$ cat src/rtl/regfile_pkg.sv
// Shared constants, types and the write-port priority helper for the register file.
package regfile_pkg;

  localparam int DATA_W_DEF = 34;
  localparam int ADDR_W_DEF = 5;

  typedef logic [DATA_W_DEF-1:0] data_t;
  typedef logic [ADDR_W_DEF-1:0] addr_t;

  // Turns the per-port address hits into a one-hot select in which port 1 beats port 0.
  // Both the storage write and the read bypass use it, so they always agree on the winner.
  function automatic logic [1:0] wr_match_sel(input logic hit0, input logic hit1);
    wr_match_sel = {hit1, hit0 & ~hit1};
  endfunction

endpackage

$ cat src/rtl/regfile_scoreboard_mod.sv
// Per-register busy bits with set-over-clear priority, an incrementally kept
// busy count, and the busy lookup for every read port.
module regfile_scoreboard_mod
  import regfile_pkg::*;
#(
  parameter int ADDR_W   = ADDR_W_DEF,
  parameter int NUM_RD   = 2,
  parameter int ZERO_REG = 1,
  parameter int BYPASS   = 1
) (
  input  logic                     clk,
  input  logic                     rst,
  input  logic [NUM_RD*ADDR_W-1:0] rd_addr_i,
  output logic [NUM_RD-1:0]        rd_busy_o,
  input  logic [1:0]               wr_en_i,
  input  logic [2*ADDR_W-1:0]      wr_addr_i,
  input  logic                     busy_set_i,
  input  logic [ADDR_W-1:0]        busy_addr_i,
  output logic [ADDR_W:0]          busy_cnt_o
);

  localparam int DEPTH = 1 << ADDR_W;
  localparam int CNT_W = ADDR_W + 1;

  logic [DEPTH-1:0]  busy_q;
  logic [DEPTH-1:0]  busy_d;
  logic [ADDR_W-1:0] wa0;
  logic [ADDR_W-1:0] wa1;
  logic              set_valid;
  logic              inc;
  logic              dec0;
  logic              dec1;
  logic [CNT_W-1:0]  cnt_q;

  // Next busy vector: writes clear first, then a valid set overrides a clear to the same register.
  // The count delta looks only at real transitions, so re-setting a busy register or clearing
  // an idle one leaves the count alone; port 1 is not counted twice when both ports hit one address.
  always_comb begin
    wa0       = wr_addr_i[0 +: ADDR_W];
    wa1       = wr_addr_i[ADDR_W +: ADDR_W];
    set_valid = busy_set_i && !((ZERO_REG != 0) && (busy_addr_i == '0));
    busy_d    = busy_q;
    if (wr_en_i[0]) busy_d[wa0] = 1'b0;
    if (wr_en_i[1]) busy_d[wa1] = 1'b0;
    if (set_valid)  busy_d[busy_addr_i] = 1'b1;
    inc  = set_valid && !busy_q[busy_addr_i];
    dec0 = wr_en_i[0] && busy_q[wa0] && !(set_valid && (wa0 == busy_addr_i));
    dec1 = wr_en_i[1] && busy_q[wa1] && !(set_valid && (wa1 == busy_addr_i))
           && !(wr_en_i[0] && (wa0 == wa1));
  end

  // Busy bits and the running count, both cleared by reset.
  always_ff @(posedge clk or posedge rst) begin
    if (rst) begin
      busy_q <= '0;
      cnt_q  <= '0;
    end else begin
      busy_q <= busy_d;
      cnt_q  <= cnt_q + {{(CNT_W-1){1'b0}}, inc}
                      - {{(CNT_W-1){1'b0}}, dec0}
                      - {{(CNT_W-1){1'b0}}, dec1};
    end
  end

  // Busy lookup per read port; a write completing this cycle hides the busy bit when bypassing.
  always_comb begin
    rd_busy_o = '0;
    for (int k = 0; k < NUM_RD; k++) begin
      rd_busy_o[k] = busy_q[rd_addr_i[k*ADDR_W +: ADDR_W]]
        && !((BYPASS != 0)
             && ((wr_en_i[0] && (wa0 == rd_addr_i[k*ADDR_W +: ADDR_W]))
              || (wr_en_i[1] && (wa1 == rd_addr_i[k*ADDR_W +: ADDR_W]))));
    end
  end

  assign busy_cnt_o = cnt_q;

endmodule

$ cat src/rtl/regfile_mp_mod.sv
// Multi-port register file: storage with two prioritised write ports, combinational
// reads with optional write bypass and zero register, plus the busy scoreboard.
module regfile_mp_mod
  import regfile_pkg::*;
#(
  parameter int DATA_W   = DATA_W_DEF,
  parameter int ADDR_W   = ADDR_W_DEF,
  parameter int NUM_RD   = 2,
  parameter int ZERO_REG = 1,
  parameter int BYPASS   = 1
) (
  input  logic                     clk,
  input  logic                     rst,
  input  logic [NUM_RD*ADDR_W-1:0] rd_addr_i,
  output logic [NUM_RD*DATA_W-1:0] rd_data_o,
  output logic [NUM_RD-1:0]        rd_busy_o,
  input  logic [1:0]               wr_en_i,
  input  logic [2*ADDR_W-1:0]      wr_addr_i,
  input  logic [2*DATA_W-1:0]      wr_data_i,
  input  logic                     busy_set_i,
  input  logic [ADDR_W-1:0]        busy_addr_i,
  output logic [ADDR_W:0]          busy_cnt_o
);

  localparam int DEPTH = 1 << ADDR_W;

  logic [DATA_W-1:0] regs_q [DEPTH];
  logic [1:0]        wr_eff;
  logic [1:0]        wr_sel  [DEPTH];
  logic [1:0]        byp_sel [NUM_RD];

  // Effective write enables: with a zero register, writes to address 0 vanish entirely.
  always_comb begin
    for (int k = 0; k < 2; k++) begin
      wr_eff[k] = wr_en_i[k]
        && !((ZERO_REG != 0) && (wr_addr_i[k*ADDR_W +: ADDR_W] == '0));
    end
  end

  // Per-register write select, port 1 taking the register when both ports target it.
  always_comb begin
    for (int i = 0; i < DEPTH; i++) begin
      wr_sel[i] = wr_match_sel(wr_eff[0] && (wr_addr_i[0 +: ADDR_W] == ADDR_W'(i)),
                               wr_eff[1] && (wr_addr_i[ADDR_W +: ADDR_W] == ADDR_W'(i)));
    end
  end

  // Storage array; reset clears every register and drops any write in flight.
  always_ff @(posedge clk or posedge rst) begin
    if (rst) begin
      for (int i = 0; i < DEPTH; i++) regs_q[i] <= '0;
    end else begin
      for (int i = 0; i < DEPTH; i++) begin
        if (wr_sel[i][1])      regs_q[i] <= wr_data_i[DATA_W +: DATA_W];
        else if (wr_sel[i][0]) regs_q[i] <= wr_data_i[0 +: DATA_W];
      end
    end
  end

  // Read ports: stored value, overridden by a same-cycle write when bypassing, zero for register 0.
  always_comb begin
    rd_data_o = '0;
    for (int k = 0; k < NUM_RD; k++) begin
      byp_sel[k] = wr_match_sel(
        wr_eff[0] && (wr_addr_i[0 +: ADDR_W] == rd_addr_i[k*ADDR_W +: ADDR_W]),
        wr_eff[1] && (wr_addr_i[ADDR_W +: ADDR_W] == rd_addr_i[k*ADDR_W +: ADDR_W]));
      rd_data_o[k*DATA_W +: DATA_W] = regs_q[rd_addr_i[k*ADDR_W +: ADDR_W]];
      if (BYPASS != 0) begin
        if (byp_sel[k][1])      rd_data_o[k*DATA_W +: DATA_W] = wr_data_i[DATA_W +: DATA_W];
        else if (byp_sel[k][0]) rd_data_o[k*DATA_W +: DATA_W] = wr_data_i[0 +: DATA_W];
      end
      if ((ZERO_REG != 0) && (rd_addr_i[k*ADDR_W +: ADDR_W] == '0)) begin
        rd_data_o[k*DATA_W +: DATA_W] = '0;
      end
    end
  end

  regfile_scoreboard_mod #(
    .ADDR_W  (ADDR_W),
    .NUM_RD  (NUM_RD),
    .ZERO_REG(ZERO_REG),
    .BYPASS  (BYPASS)
  ) u_scoreboard (
    .clk        (clk),
    .rst        (rst),
    .rd_addr_i  (rd_addr_i),
    .rd_busy_o  (rd_busy_o),
    .wr_en_i    (wr_en_i),
    .wr_addr_i  (wr_addr_i),
    .busy_set_i (busy_set_i),
    .busy_addr_i(busy_addr_i),
    .busy_cnt_o (busy_cnt_o)
  );

endmodule
$ cat config.mk
export PLATFORM = sky130hd
export DESIGN_NAME = regfile_mp_mod
export DESIGN_NICKNAME = d
export VERILOG_FILES = /design/src/rtl/regfile_pkg.sv /design/src/rtl/regfile_scoreboard_mod.sv /design/src/rtl/regfile_mp_mod.sv
export SDC_FILE = /design/constraint.sdc
export NUM_CORES = 2
export LEC_CHECK = 0
export BUFFER_PORTS_ARGS = -buffer_cell sky130_fd_sc_hd__buf_2
export CORE_ASPECT_RATIO = 1.25
export CORE_MARGIN = 3
export CORE_UTILIZATION = 51
export CTS_CLUSTER_SIZE = 28
export DETAILED_ROUTE_END_ITERATION = 12
export PLACE_DENSITY_LB_ADDON = 0.08
export SLEW_MARGIN = 20
export SYNTH_ARGS = -nofsm -noshare
export SYNTH_HDL_FRONTEND = slang
export SYNTH_SLANG_ARGS = --single-unit
$ cat constraint.sdc
create_clock -name clk -period 88.6 [get_ports clk]
set_clock_uncertainty 0.05 [all_clocks]
set_input_delay 13.29 -clock clk [delete_from_list [all_inputs] [get_ports clk]]
set_output_delay 13.29 -clock clk [all_outputs]
set_load 0.01 [all_outputs]
**Word level (Yosys, flattened, before mapping)**

Index checks and enable logic that the tools add are counted.
Widths: inputs -> output; s select.

- $add $sub $neg: 3
- $lt $le $gt $ge: 10
- Eq/ne operators: 69
- Multiplexer cells: 95
- Bitwise logic cells: 75
- Reductions and logical operators: 137

Operator list:

| operator | number |
|---|---|
| $mux 34 | 74 |
| $bmux 34 s5 | 2 |
| $eq 5x5->1 const B | 32 |
| $mux 32 | 3 |
| $logic_and 1x1->1 | 89 |
| $eq 5x4->1 const B | 16 |
| $and 32x32->32 | 2 |
| $not 32->32 | 2 |
| $reduce_bool 2->1 | 32 |
| $eq 5x3->1 const B | 8 |
| $eq 5x5->1 | 7 |
| $and 1x1->1 | 34 |
| $not 1->1 | 34 |
| $or 32x32->32 | 1 |
| $lt 5x6->1 const B | 5 |
| $bmux 1 s5 | 5 |
| $logic_not 5->1 | 5 |
| $eq 5x2->1 const B | 4 |
| $demux 1 s5 | 3 |
| $ge 5x1->1 const B | 3 |
| $ge 6x6->1 const B | 2 |
| $not 5->6 | 2 |
| $sub 6x1->6 | 2 |
| $eq 5x1->1 const B | 2 |
| other kinds (4) | 20 |

- Register bits after elaboration: 1126
- Input port bits: 98
- Output and inout bits: 76
- Logic and storage cells: 423

**Logic depth before layout (Yosys ltp)**

- Depth after elaboration: 11
- Depth in mapped cells: 17
- Gate-level depth less buffers: 16

**By module**

A second synthesis with hierarchy kept.

- Cell total of the unflattened synthesis: 7440
- Area, all modules: 72893.7 sq um

Modules (own cells, without submodules):

| module | times used | cells an instance | area each (sq um) | sequential area each (sq um) |
|---|---|---|---|---|
| regfile_mp_mod | 1 | 7076 | 69090.0 | 27226.1 |
| regfile_scoreboard_mod | 1 | 364 | 3803.6 | 950.9 |

**Worst setup path before layout**

No wires, ideal clock.

- Kind: input-to-output
- Start point: input rd_addr_i[5]
- End point: output rd_busy_o[1]
- Arrival: 15.271 ns
- Required time: 75.260 ns
- Setup slack: 59.989 ns
- Cell stages on the path: 8
- Path buffers: 4
- Cell sequence: buf_2 buf_6 buf_4 buf_2 mux4_2 mux4_2 mux2i_1 nor2_1

- Cells in the longest elaborated chain, start to end: 5
- Elaborated cells on any way between the ends: 9
- Classes of those cells: eq/ne: 2; mux: 2; reduce/logical: 5

Ends and longest elaborated chain:

| element | line | source |
|---|---|---|
| start, declared | regfile_mp_mod.sv:14 | `input logic [NUM_RD*ADDR_W-1:0] rd_addr_i,` |
| branches (longest 4 deep; another with $bmux 1 s5) | -- |  |
| $logic_and 1x1->1 * | regfile_scoreboard_mod.sv:70 | `&& !((BYPASS != 0)` |
| end, declared | regfile_mp_mod.sv:16 | `output logic [NUM_RD-1:0] rd_busy_o,` |

Mark *: on every way between the ends. The select of a mux whose other input is x is not followed.

**Worst setup path after layout**

- Start point: input rd_addr_i[1]
- End point: output rd_data_o[28]

- Cells in the longest elaborated chain, start to end: 7
- Elaborated cells on any way between the ends: 14
- Classes of those cells: eq/ne: 2; mux: 6; bitwise: 3; reduce/logical: 3

Ends and longest elaborated chain:

| element | line | source |
|---|---|---|
| $not 5->6 (not written as such) or $eq 5x5->1 (tied branches) | regfile_mp_mod.sv:67, regfile_mp_mod.sv:66 |  |
| $bmux 34 s5 or $logic_and 1x1->1 (tied branches) | regfile_mp_mod.sv:67, regfile_mp_mod.sv:66 |  |
| $mux 34 (not written as such) or $not 1->1 (tied branches) | regfile_mp_mod.sv:67, regfile_pkg.sv:13 |  |
| $mux 34 (not written as such) or $and 1x1->1 (tied branches) | regfile_mp_mod.sv:67, regfile_pkg.sv:13 |  |
| $mux 34 | regfile_mp_mod.sv:70 | `else if (byp_sel[k][0]) rd_data_o[k*DATA_W +: DATA_W] = wr_data_i[0 +: DATA_W];` |
| $mux 34 | regfile_mp_mod.sv:69 | `if (byp_sel[k][1]) rd_data_o[k*DATA_W +: DATA_W] = wr_data_i[DATA_W +: DATA_W];` |
| $mux 34 * | regfile_mp_mod.sv:72 | `if ((ZERO_REG != 0) && (rd_addr_i[k*ADDR_W +: ADDR_W] == '0)) begin` |
| end, declared | regfile_mp_mod.sv:15 | `output logic [NUM_RD*DATA_W-1:0] rd_data_o,` |

Every way passes the cells marked *; elsewhere a longest branch is shown, timed or not. The select of a mux whose other input is x is not followed.

==> metrics.txt <==
I/O pins 174; largest net degree at the start of global routing 159; cell area after synthesis 0.0716 mm2; Worst Hold Path Cells 0; GPL Wtd Cong 0.888; post-layout minimum cycle time 31.09 ns; worst vdd ir 21.5 uV; Worst-Skew Late Latency 0.78 ns; Tcrit/Tclk final 0.351; clk buf depth 3; Post-synth EDFFs 0; RSZ-0062 raised after global routing no; Rel. slew slack 0.161; layout cells sized above 1 0.183; Synthesized Nets 7103; worst-margin pin slew 1.26 ns; sequential-to-total area share from yosys stat 0.393; worst r2r src u_scoreboard.busy_q[0]$_DFF_PP0_; r2r setup slk 84.75 ns; post-CTS sizing 0; fmax 32.2 MHz; Lkg Pwr 33.1 nW; flops & latches, synth 1126; H-tree depth 4; reg2reg end u_scoreboard.busy_cnt_o[5]$_DFF_PP0_; CTS sink cnt 1126; WL/cell 33.7 um; syn_area_per_cell 10.2 um2; detailed-route via count 59365; status completed; type of the tightest min-delay check reg2reg; Placed Instances 8273; Total GRT Usage 0.393; CTS Hold Bufs 0; number of cells on the worst reg-to-reg path 15; P per Cell Area 23.3 mW/mm2; post-synthesis cell count 6997; critical-path maximum fanout 83; commonest non-fill, non-tap cell in the layout mux2i_1; Rows 153; CP startpoint kind primary input; drt pass-1 iters 8; Hold EP regs_q[1079]$_DFFE_PP0P_; YS warnings 0; cts bufs inserted 131; dpl hpwl 160000 um; Slew Limit Fails 0; crit path capture type output pin; vias in the first global route 57289; drt total wl 287000 um; full die area 0.145 mm2; antenna-violating nets left 0; # DRC 0; Final Non-Filler Cells 8517; Starting Density 0.514; final net count 6654; ys async rst share 1.00; most frequent cells in the layout 1231 x mux2i_1, 1126 x dfrtp_1, 1004 x a21oi_1; total gr overflow 0; Area Growth Syn to Fin 8.07%; clk root buf clkbuf_16; Max Cap Violations 0; DIE WIDTH 341 um; Worst EP arrival 17.75 ns; Hold Crit Start regs_q[1079]$_DFFE_PP0P_; final setup violation count 0; first-pass GRT wire length 415000 um; count of different cell masters after synthesis 60; Setup TNS Final 0 ns; die height 425 um; vias per cell 6.97; Worst Setup Path Type in2out; CTS tree yes; clock-pin transition on the worst setup and hold timing paths 0.06 ns; Port Buffers 173; 1st-iter DRT viols 7657; WP data required 75.26 ns; Post-CTS Repair Setup Buffers 0; initial antenna violation count 11; CORE AREA 0.139 mm2; final hold violations 0; top_reg_cell synth dfrtp_1
## flip-flops by register name (all words and copies together) (netlist names)
signal and flops:
u_scoreboard.busy_cnt_o 6, u_scoreboard.busy_q 32, regs_q 1088
## per-layer routing
layer | part of all wire | global-route usage | vias up
li1 | - | - | 24654
met5 | 0.00013 | 0 | -
met1 | 0.39 | 0.532 | 30085
met2 | 0.45 | 0.594 | 3745
met3 | 0.10 | 0.0823 | 875
met4 | 0.059 | 0.211 | 6
## kinds of logic after synthesis
logic type,Yosys count,share of synthesized area
AO/OA/AOI/OAI,1571,0.119
adder cells (fa/ha/maj),8,0.00161
multiplexers,1822,0.338
buffers and inverters,944,0.0551
flip-flops,1126,0.393
XOR/XNOR,39,0.00477
AND/OR/NAND/NOR,1487,0.0878
## final cells by class
| class | instances | area, um2 |
|---|---|---|
| fillers | 12326 | 62000 |
| multi-input cells | 4927 | 40100 |
| clock inverters | 41 | 485 |
| inverters | 39 | 154 |
| flip-flops and latches | 1126 | 28200 |
| diodes | 7 | 17.5 |
| repair buffers | 323 | 2150 |
| clock buffers | 194 | 3980 |
| well taps | 1860 | 2330 |
## through the flow
| step | setup WS [ns] | area (um2) | hold WS (ns) | total power [mW] | utilization |
|---|---|---|---|---|---|
| 2_1_floorplan | 43.55 | 71600 | 0.388 | 1.10 | - |
| 3_3_place_gp | 57.59 | 72800 | 0.327 | 1.21 | 0.522 |
| 3_5_place_dp | 57.51 | 72800 | 0.332 | 1.23 | 0.523 |
| 4_1_cts | 57.51 | 77300 | 0.345 | 1.80 | 0.555 |
| 5_1_grt | 57.25 | 77400 | 0.357 | 1.88 | 0.555 |
| 6_report | 57.51 | 77400 | 0.346 | 1.80 | 0.555 |
## report_power, final
part	internal, mW	switching [mW]	leakage [nW]
clock network	0.336	0.238	2.22
logic	0.237	0.221	17.7
registers	0.655	0.116	13.2
total	1.23	0.574	33.1
## worst max-delay path by stage
| stage | start | end | slack (ns) |
|---|---|---|---|
| 5_1_grt | rd_addr_i[5] | rd_data_o[51] | 57.25 |
| 4_1_cts | rd_addr_i[5] | rd_data_o[51] | 57.51 |
| 3_3_place_gp | rd_addr_i[5] | rd_data_o[51] | 57.59 |
| 3_5_place_dp | rd_addr_i[5] | rd_data_o[51] | 57.51 |
| 6_report | rd_addr_i[1] | rd_data_o[28] | 57.51 |
| 2_1_floorplan | rst | regs_q[0]$_DFFE_PP0P_ | 43.55 |
## worst max-delay path: stages
cell and delay [ns]:
buf_8 0.62, buf_4 0.80, buf_4 0.85, or3_2 0.39, buf_4 0.65, o21ai_0 0.18
a21oi_1 0.58, buf_2 0.25
## synthesized netlist by cell type, drive strengths merged (4+ instances only)
master | count | area, um2
a2111oi | 4 | 35.0
or3b | 5 | 43.8
buf | 308 | 1560
nand2 | 227 | 852
dfrtp | 1126 | 28200
o211ai | 5 | 37.5
nand3b | 16 | 120
nand2b | 6 | 37.5
o22ai | 229 | 1430
a21oi | 1004 | 5020
o21ai | 201 | 1010
clkbuf | 597 | 2240
xnor2 | 18 | 158
a221oi | 31 | 272
nor2b | 13 | 81.3
and3 | 4 | 25.0
ha | 6 | 75.1
mux2 | 127 | 1430
xor2 | 21 | 184
nor3 | 41 | 220
inv | 39 | 146
nor4bb | 4 | 40.0
a22oi | 65 | 488
or2 | 4 | 25.0
mux4 | 464 | 10500
nor2 | 993 | 3750
nand4 | 4 | 25.0
a31oi | 10 | 62.6
a311oi | 4 | 35.0
nand3 | 43 | 215
nor3b | 12 | 90.1
mux2i | 1231 | 12300
or3 | 34 | 213
nor4 | 65 | 407
(Power assumes the default switching activity.)
